--- config.mk ---
export PLATFORM = sky130hd
export DESIGN_NAME = accum_sequencer_flat
export DESIGN_NICKNAME = d
export VERILOG_FILES = /design/src/rtl/accum_sequencer_if.sv /design/src/rtl/accum_sequencer.sv /design/src/flat_wrapper.sv
export SDC_FILE = /design/constraint.sdc
export NUM_CORES = 1
export LEC_CHECK = 0
export ABC_AREA = 1
export CAP_MARGIN = 20
export CORE_UTILIZATION = 45
export DETAILED_ROUTE_END_ITERATION = 12
export GPL_TIMING_DRIVEN = 0
export HOLD_SLACK_MARGIN = 0.08
export PLACE_DENSITY = 0.66
export RECOVER_POWER = 50
export SLEW_MARGIN = 20
export SYNTH_ARGS = -nofsm -noshare
export SYNTH_HDL_FRONTEND = slang
export SYNTH_SLANG_ARGS = --single-unit
--- constraint.sdc ---
create_clock -name clk -period 8.6 [get_ports clk]
set_input_delay 2.15 -clock clk [delete_from_list [all_inputs] [get_ports clk]]
set_output_delay 2.15 -clock clk [all_outputs]
set_load 0.02 [all_outputs]
--- src/rtl/accum_sequencer_if.sv ---
// Command, slice-stream and accumulator-drive signals of the accumulator sequencer.
// The master side issues commands and slice valids; the slave side is the sequencer.
interface accum_sequencer_if #(
   parameter int ACCUM_ADDRW = 9,
   parameter int PASSW       = 8
);
   logic                   cmd_valid;
   logic                   cmd_ready;
   logic [ACCUM_ADDRW-1:0] cmd_base;
   logic [ACCUM_ADDRW:0]   cmd_rows;
   logic [PASSW-1:0]       cmd_passes;
   logic                   slice_valid;
   logic                   slice_ready;
   logic                   accum_valid;
   logic [ACCUM_ADDRW-1:0] accum_addr;
   logic [1:0]             accum_op;
   logic                   busy;
   logic                   done;

   modport master (
      output cmd_valid, cmd_base, cmd_rows, cmd_passes, slice_valid,
      input  cmd_ready, slice_ready, accum_valid, accum_addr, accum_op, busy, done
   );

   modport slave (
      input  cmd_valid, cmd_base, cmd_rows, cmd_passes, slice_valid,
      output cmd_ready, slice_ready, accum_valid, accum_addr, accum_op, busy, done
   );
endinterface

--- src/rtl/accum_sequencer.sv ---
// Walks base..base+rows-1 once per pass, tagging each slice result with an
// accumulator address/op and stalling when an address would be reused too soon.
module accum_sequencer #(
   parameter int ACCUM_DEPTH = 512,
   parameter int ACCUM_ADDRW = $clog2(ACCUM_DEPTH),
   parameter int PASSW       = 8,
   parameter int HAZARD_GAP  = 4
) (
   input logic              clk,
   input logic              rst,
   accum_sequencer_if.slave bus
);
   localparam int SB_DEPTH = HAZARD_GAP - 1;

   localparam logic [1:0] OP_SET     = 2'd0;
   localparam logic [1:0] OP_ADD     = 2'd1;
   localparam logic [1:0] OP_ADD_OUT = 2'd2;
   localparam logic [1:0] OP_SET_OUT = 2'd3;

   typedef enum logic {IDLE, RUN} state_t;

   state_t                 state;
   state_t                 state_next;
   logic [ACCUM_ADDRW-1:0] base;
   logic [ACCUM_ADDRW:0]   rows;
   logic [ACCUM_ADDRW:0]   row_cnt;
   logic [PASSW-1:0]       passes;
   logic [PASSW-1:0]       pass_cnt;
   logic                   done_q;
   logic [ACCUM_ADDRW-1:0] cand_addr;
   logic [SB_DEPTH-1:0]    sb_valid;
   logic [ACCUM_ADDRW-1:0] sb_addr [SB_DEPTH];
   logic                   hazard;
   logic                   issue;
   logic                   accept;
   logic                   zero_len;
   logic                   last_row;
   logic                   last_pass;
   logic                   cmd_ready;
   logic                   slice_ready;
   logic                   busy;
   logic [1:0]             op;

   // Address arithmetic wraps naturally at the address width.
   assign cand_addr = base + row_cnt[ACCUM_ADDRW-1:0];
   assign last_row  = (row_cnt == rows - 1'b1);
   assign last_pass = (pass_cnt == passes - 1'b1);
   assign zero_len  = (bus.cmd_rows == '0) || (bus.cmd_passes == '0);

   always_ff @(posedge clk) begin
      if (rst) begin
         state <= IDLE;
      end else begin
         state <= state_next;
      end
   end

   // Reset gates every handshake so a mid-command reset stops issuing at once.
   always_comb begin
      state_next  = state;
      cmd_ready   = 1'b0;
      slice_ready = 1'b0;
      issue       = 1'b0;
      accept      = 1'b0;
      busy        = 1'b0;
      case (state)
         IDLE: begin
            cmd_ready = ~rst;
            accept    = ~rst & bus.cmd_valid;
            if (accept && !zero_len) begin
               state_next = RUN;
            end
         end
         RUN: begin
            busy        = ~rst;
            slice_ready = ~rst & ~hazard;
            issue       = slice_ready & bus.slice_valid;
            if (issue && last_row && last_pass) begin
               state_next = IDLE;
            end
         end
         default: state_next = IDLE;
      endcase
   end

   always_comb begin
      if (passes == PASSW'(1)) begin
         op = OP_SET_OUT;
      end else if (pass_cnt == '0) begin
         op = OP_SET;
      end else if (last_pass) begin
         op = OP_ADD_OUT;
      end else begin
         op = OP_ADD;
      end
   end

   always_ff @(posedge clk) begin
      if (rst) begin
         base     <= '0;
         rows     <= '0;
         passes   <= '0;
         row_cnt  <= '0;
         pass_cnt <= '0;
         done_q   <= 1'b0;
      end else begin
         done_q <= (accept && zero_len) || (issue && last_row && last_pass);
         if (accept) begin
            base     <= bus.cmd_base;
            rows     <= bus.cmd_rows;
            passes   <= bus.cmd_passes;
            row_cnt  <= '0;
            pass_cnt <= '0;
         end else if (issue) begin
            if (last_row) begin
               row_cnt  <= '0;
               pass_cnt <= pass_cnt + 1'b1;
            end else begin
               row_cnt <= row_cnt + 1'b1;
            end
         end
      end
   end

   // Kept across commands so back-to-back commands still respect the gap.
   always_ff @(posedge clk) begin
      if (rst) begin
         sb_valid <= '0;
      end else begin
         sb_valid[0] <= issue;
         for (int i = 1; i < SB_DEPTH; i++) begin
            sb_valid[i] <= sb_valid[i-1];
         end
      end
      sb_addr[0] <= cand_addr;
      for (int i = 1; i < SB_DEPTH; i++) begin
         sb_addr[i] <= sb_addr[i-1];
      end
   end

   always_comb begin
      hazard = 1'b0;
      for (int i = 0; i < SB_DEPTH; i++) begin
         if (sb_valid[i] && (sb_addr[i] == cand_addr)) begin
            hazard = 1'b1;
         end
      end
   end

   assign bus.cmd_ready   = cmd_ready;
   assign bus.slice_ready = slice_ready;
   assign bus.accum_valid = issue;
   assign bus.accum_addr  = cand_addr;
   assign bus.accum_op    = op;
   assign bus.busy        = busy;
   assign bus.done        = done_q;
endmodule

--- src/flat_wrapper.sv ---
// flat-port wrapper written by rule: the top's interface ports become plain ports
module accum_sequencer_flat 
#(
   parameter int ACCUM_DEPTH = 512,
   parameter int ACCUM_ADDRW = $clog2(ACCUM_DEPTH),
   parameter int PASSW       = 8,
   parameter int HAZARD_GAP  = 4
)
  (clk, rst, bus_cmd_valid, bus_cmd_base, bus_cmd_rows, bus_cmd_passes, bus_slice_valid, bus_cmd_ready, bus_slice_ready, bus_accum_valid, bus_accum_addr, bus_accum_op, bus_busy, bus_done);
  accum_sequencer_if #(.ACCUM_ADDRW(ACCUM_ADDRW), .PASSW(PASSW)) bus_i ();
  input logic clk;
  input logic rst;
  input wire logic [$bits(bus_i.cmd_valid)-1:0] bus_cmd_valid;
  input wire logic [$bits(bus_i.cmd_base)-1:0] bus_cmd_base;
  input wire logic [$bits(bus_i.cmd_rows)-1:0] bus_cmd_rows;
  input wire logic [$bits(bus_i.cmd_passes)-1:0] bus_cmd_passes;
  input wire logic [$bits(bus_i.slice_valid)-1:0] bus_slice_valid;
  output wire logic [$bits(bus_i.cmd_ready)-1:0] bus_cmd_ready;
  output wire logic [$bits(bus_i.slice_ready)-1:0] bus_slice_ready;
  output wire logic [$bits(bus_i.accum_valid)-1:0] bus_accum_valid;
  output wire logic [$bits(bus_i.accum_addr)-1:0] bus_accum_addr;
  output wire logic [$bits(bus_i.accum_op)-1:0] bus_accum_op;
  output wire logic [$bits(bus_i.busy)-1:0] bus_busy;
  output wire logic [$bits(bus_i.done)-1:0] bus_done;
  assign bus_i.cmd_valid = bus_cmd_valid;
  assign bus_i.cmd_base = bus_cmd_base;
  assign bus_i.cmd_rows = bus_cmd_rows;
  assign bus_i.cmd_passes = bus_cmd_passes;
  assign bus_i.slice_valid = bus_slice_valid;
  assign bus_cmd_ready = bus_i.cmd_ready;
  assign bus_slice_ready = bus_i.slice_ready;
  assign bus_accum_valid = bus_i.accum_valid;
  assign bus_accum_addr = bus_i.accum_addr;
  assign bus_accum_op = bus_i.accum_op;
  assign bus_busy = bus_i.busy;
  assign bus_done = bus_i.done;
  accum_sequencer #(.ACCUM_DEPTH(ACCUM_DEPTH), .ACCUM_ADDRW(ACCUM_ADDRW), .PASSW(PASSW), .HAZARD_GAP(HAZARD_GAP)) u_core (.clk(clk), .rst(rst), .bus(bus_i));
endmodule
==> results by group <==
CTS
  • Maximum clock insertion buffer count: 2
  • CTS tree: done
  • CTS H-tree lvls: 3
  • Hold-fix buffers, CTS: 0
  • CTS buffer count: 9
  • Clock slew seen by the registers of the worst setup and hold paths: about 0.08 ns
  • Clk Latency, worst-skew pair: between 0.3 and 0.4 ns
  • Post-CTS Resized: 0
  • CTS root buf: clkbuf_8
  • Clock sink count: 77
  • Postcts setup bufs: 0

Global routing
  • Gr usage total: 22.1%
  • Gr busiest metal: met2
  • Largest net degree at the start of global routing: 14
  • Number of global-route vias before repair: 3959
  • Initial antenna violation count: 0
  • GR Layer Usage met1: 27.3%
  • Gr ovfl total: 0
  • First-pass GRT wire length: 17500 um
  • GR Util met3: under 10%
  • GR Util met2: 38.2%

Finish
  • Nets: between 700 and 800
  • Antenna diodes: 0
  • Share of cells above drive strength 1: between 5 and 6%
  • P&R area growth vs syn: 18.2%

Yosys
  • Synth area leader: dfxtp_1
  • Netlist cell types: 38
  • Ys Warns: 0
  • Synth cell count leaders: 144 x nand2_1, 106 x inv_1, 77 x dfxtp_1, 65 x nand3_1, 58 x nor2_1
  • Most numerous cell in the Yosys netlist: nand2_1
  • Async set or reset register ratio after synthesis: 0%
  • Main flop type after synthesis: dfxtp_1
  • Synthesized area: 4390 sq um
  • Yosys top cell area share: between 30% and 40%
  • Seq/Total Area, Yosys: 35.1%
  • #FFs+latches synth: 77
  • Syn_nets: 678
  • Avg Cell Area, Syn: 6.94 sq um
  • Post-synthesis cell count: 632
  • Post-synth EDFFs: 0
  • Top cells by area, synth: dfxtp_1 35%, nand2_1 12%, inv_1 9.1%

Power and ir drop
  • Peak VDD IR: 0.0821 mV
  • Combinational share of power: approximately 22%
  • Final Power: approximately 900 uW
  • Sequential share of power: 43.9%
  • Clock share of power: about a third
  • PwrDens: 178 nW/um^2
  • Internal power: 641 uW
  • Lkg Pwr: 0.00246 uW
  • Sw Pwr: roughly 280 uW
  • Switch share: 30.5%

Timing
  • Unrepaired setup endpoints after global routing: false
  • Setup Viol. Count Final: 0
  • Fin crit share: a little under 80%
  • Hold Vio Cnt, Final: 0
  • Least-Margin Pin Slew: 0.716 ns
  • Total negative slack: 0 ns
  • Tmin final: 6.79 ns
  • Max Freq: 147 MHz
  • Slew headroom: between 50% and 60%
  • Clock Skews: roughly 0.0085 ns
  • Max Transition Viols Final: 0

Min path
  • Hold Crit Endpoint: u_core.sb_addr[0][13]$_DFF_P_
  • Hold path depth: 0
  • Hold Path Class: reg2reg
  • Hold path start: u_core.sb_addr[0][4]$_DFF_P_

Status
  • Status: finished clean

Drt
  • Antenna viol nets, final: 0
  • Routed length per instance: 12.5 um
  • Post-Route WL: 10300 um
  • Pre-antenna DRT Iters: 6
  • Initial DRC count: 195
  • DRC Markers: 0
  • DR vias/cell: between 5 and 6
  • Via count: 4136

Worst setup path
  • CP Cell Sequence: dlygate4sd3_1 > inv_1 > nand2_4 > nor2_1 > nand3_4 > buf_6 > inv_1 > clkdlybuf4s50_1
  • Internal reg-to-reg setup slack: a little over 5 ns
  • CP startpoint kind: input port
  • RR Startpoint: u_core.row_cnt[0]$_SDFFE_PP0N_
  • CP endpoint kind: output port
  • Slowest cell on crit path: dlygate4sd3_1
  • CP max stage delay: between 0.6 and 0.7 ns
  • CP required: 6.45 ns
  • CP startpoint: rst
  • Setup CP Type: in2out
  • Crit path arrival time: between 4 and 5 ns
  • Critical Path Fanout Max: 10
  • Cells on worst reg2reg path: 16
  • Worst R2R End: u_core.pass_cnt[2]$_SDFFE_PP0P_
  • Critical path's most frequent cell: inv_1

Place
  • Placed wire-length estimate: 7880 um
  • Port Buf Inserts: 45
  • Placer Congestion: 0.849

Die
  • Row Count: 35
  • Initial Util: 47.1%
  • Die Width: 101 um
  • Die height: between 100 and 150 um
  • Die area: 10200 sq um
  • Top-Level Pins: 47
  • Core outline area: 9330 sq um

Job
  • Max Cap Viol: 0
[critical path: cells and delay by family]
kind,cells,cell delay (ns)
buf+inv,5,1.68
simple gates,3,0.81
[how the worst max path moves through the flow]
stage	to	cells past startpoint
final	bus_accum_valid	8
after global routing	bus_accum_valid	8
after global placement	bus_accum_valid	8
after CTS	bus_accum_valid	8
after floorplan	bus_accum_valid	6
after detailed placement	bus_accum_valid	8
[metrics by stage]
| step | area (sq um) | cells | hold WS, ns | util [%] | worst slack, ns |
|---|---|---|---|---|---|
| detailed placement | 5000 | 806 | 0.353 | 53.6 | 2.31 |
| global placement | 5000 | 806 | 0.337 | 53.6 | 2.33 |
| finish | 5190 | 822 | 0.367 | 55.6 | 1.81 |
| global route | 5190 | 822 | 0.373 | 55.6 | 1.73 |
| CTS | 5230 | 822 | 0.369 | 56.0 | 2.31 |
| floorplan | 4390 | 632 | 0.331 | - | 3.62 |
[placed cells by master (no fill, tap or decap), types with 2 or more instances in the layout]
master | Yosys | routed
nand2_1 | 144 | 149
clkinvlp_4 | 0 | 2
nor3_1 | 6 | 6
buf_2 | 4 | 3
nand3_1 | 65 | 65
a22o_1 | 10 | 10
inv_1 | 106 | 106
ha_1 | 14 | 14
xnor2_1 | 13 | 13
dfxtp_1 | 77 | 77
o21ai_0 | 13 | 13
nand2_2 | 12 | 7
nand3_2 | 3 | 3
a21oi_1 | 13 | 13
o22ai_1 | 10 | 10
clkdlybuf4s50_1 | 0 | 42
clkbuf_1 | 6 | 9
dlygate4sd3_1 | 0 | 3
clkbuf_8 | 0 | 10
nand4_1 | 23 | 24
xor2_1 | 22 | 22
bufinv_16 | 0 | 2
nor4_1 | 6 | 6
nand2_4 | 2 | 2
nor2_1 | 58 | 59
a32o_1 | 2 | 2
nand3b_1 | 7 | 7
[cell families after synthesis]
| group | share of synthesized area, % |
|---|---|
| buffers and inverters | 10.7 |
| AND/OR/NAND/NOR | 35.2 |
| adder cells (fa/ha/maj) | 4.45 |
| flip-flops | 35.1 |
| XOR/XNOR | 6.98 |
| AO/OA/AOI/OAI | 7.55 |
[metal layers]
metal / wire length [um] / up-vias
met5: 0 / -
met4: 241 / 0
met3: 433 / 20
met2: 4860 / 109
met1: 4770 / 1869
li1: - / 2138
[power by group through the flow]
stage | combinational, uW | sequential, uW | clock [uW]
after detailed placement | 201 | 413 | 0
after floorplan | 144 | 408 | 0
final | 200 | 405 | 317
after CTS | 203 | 405 | 321
after global placement | 197 | 412 | 0
after global routing | 226 | 409 | 332
[state kept, by name, indices dropped and copies added, names as in the netlist]
register	flops
u_core.rows	10
u_core.base	9
u_core.bus.done	1
u_core.pass_cnt	8
u_core.row_cnt	10
u_core.state	1
u_core.sb_valid	3
u_core.sb_addr	27
u_core.passes	8
[final cells by class]
cell class	instances	area, sq um
fillers	958	4140
multi-input cells	434	2340
flip-flops and latches	77	1540
repair buffers	45	450
inverters	108	405
well taps	129	161
clock buffers	11	141
clock inverters	5	83.8
plain buffers	13	63.8
Note: power is estimated with default switching activity, not from simulation.
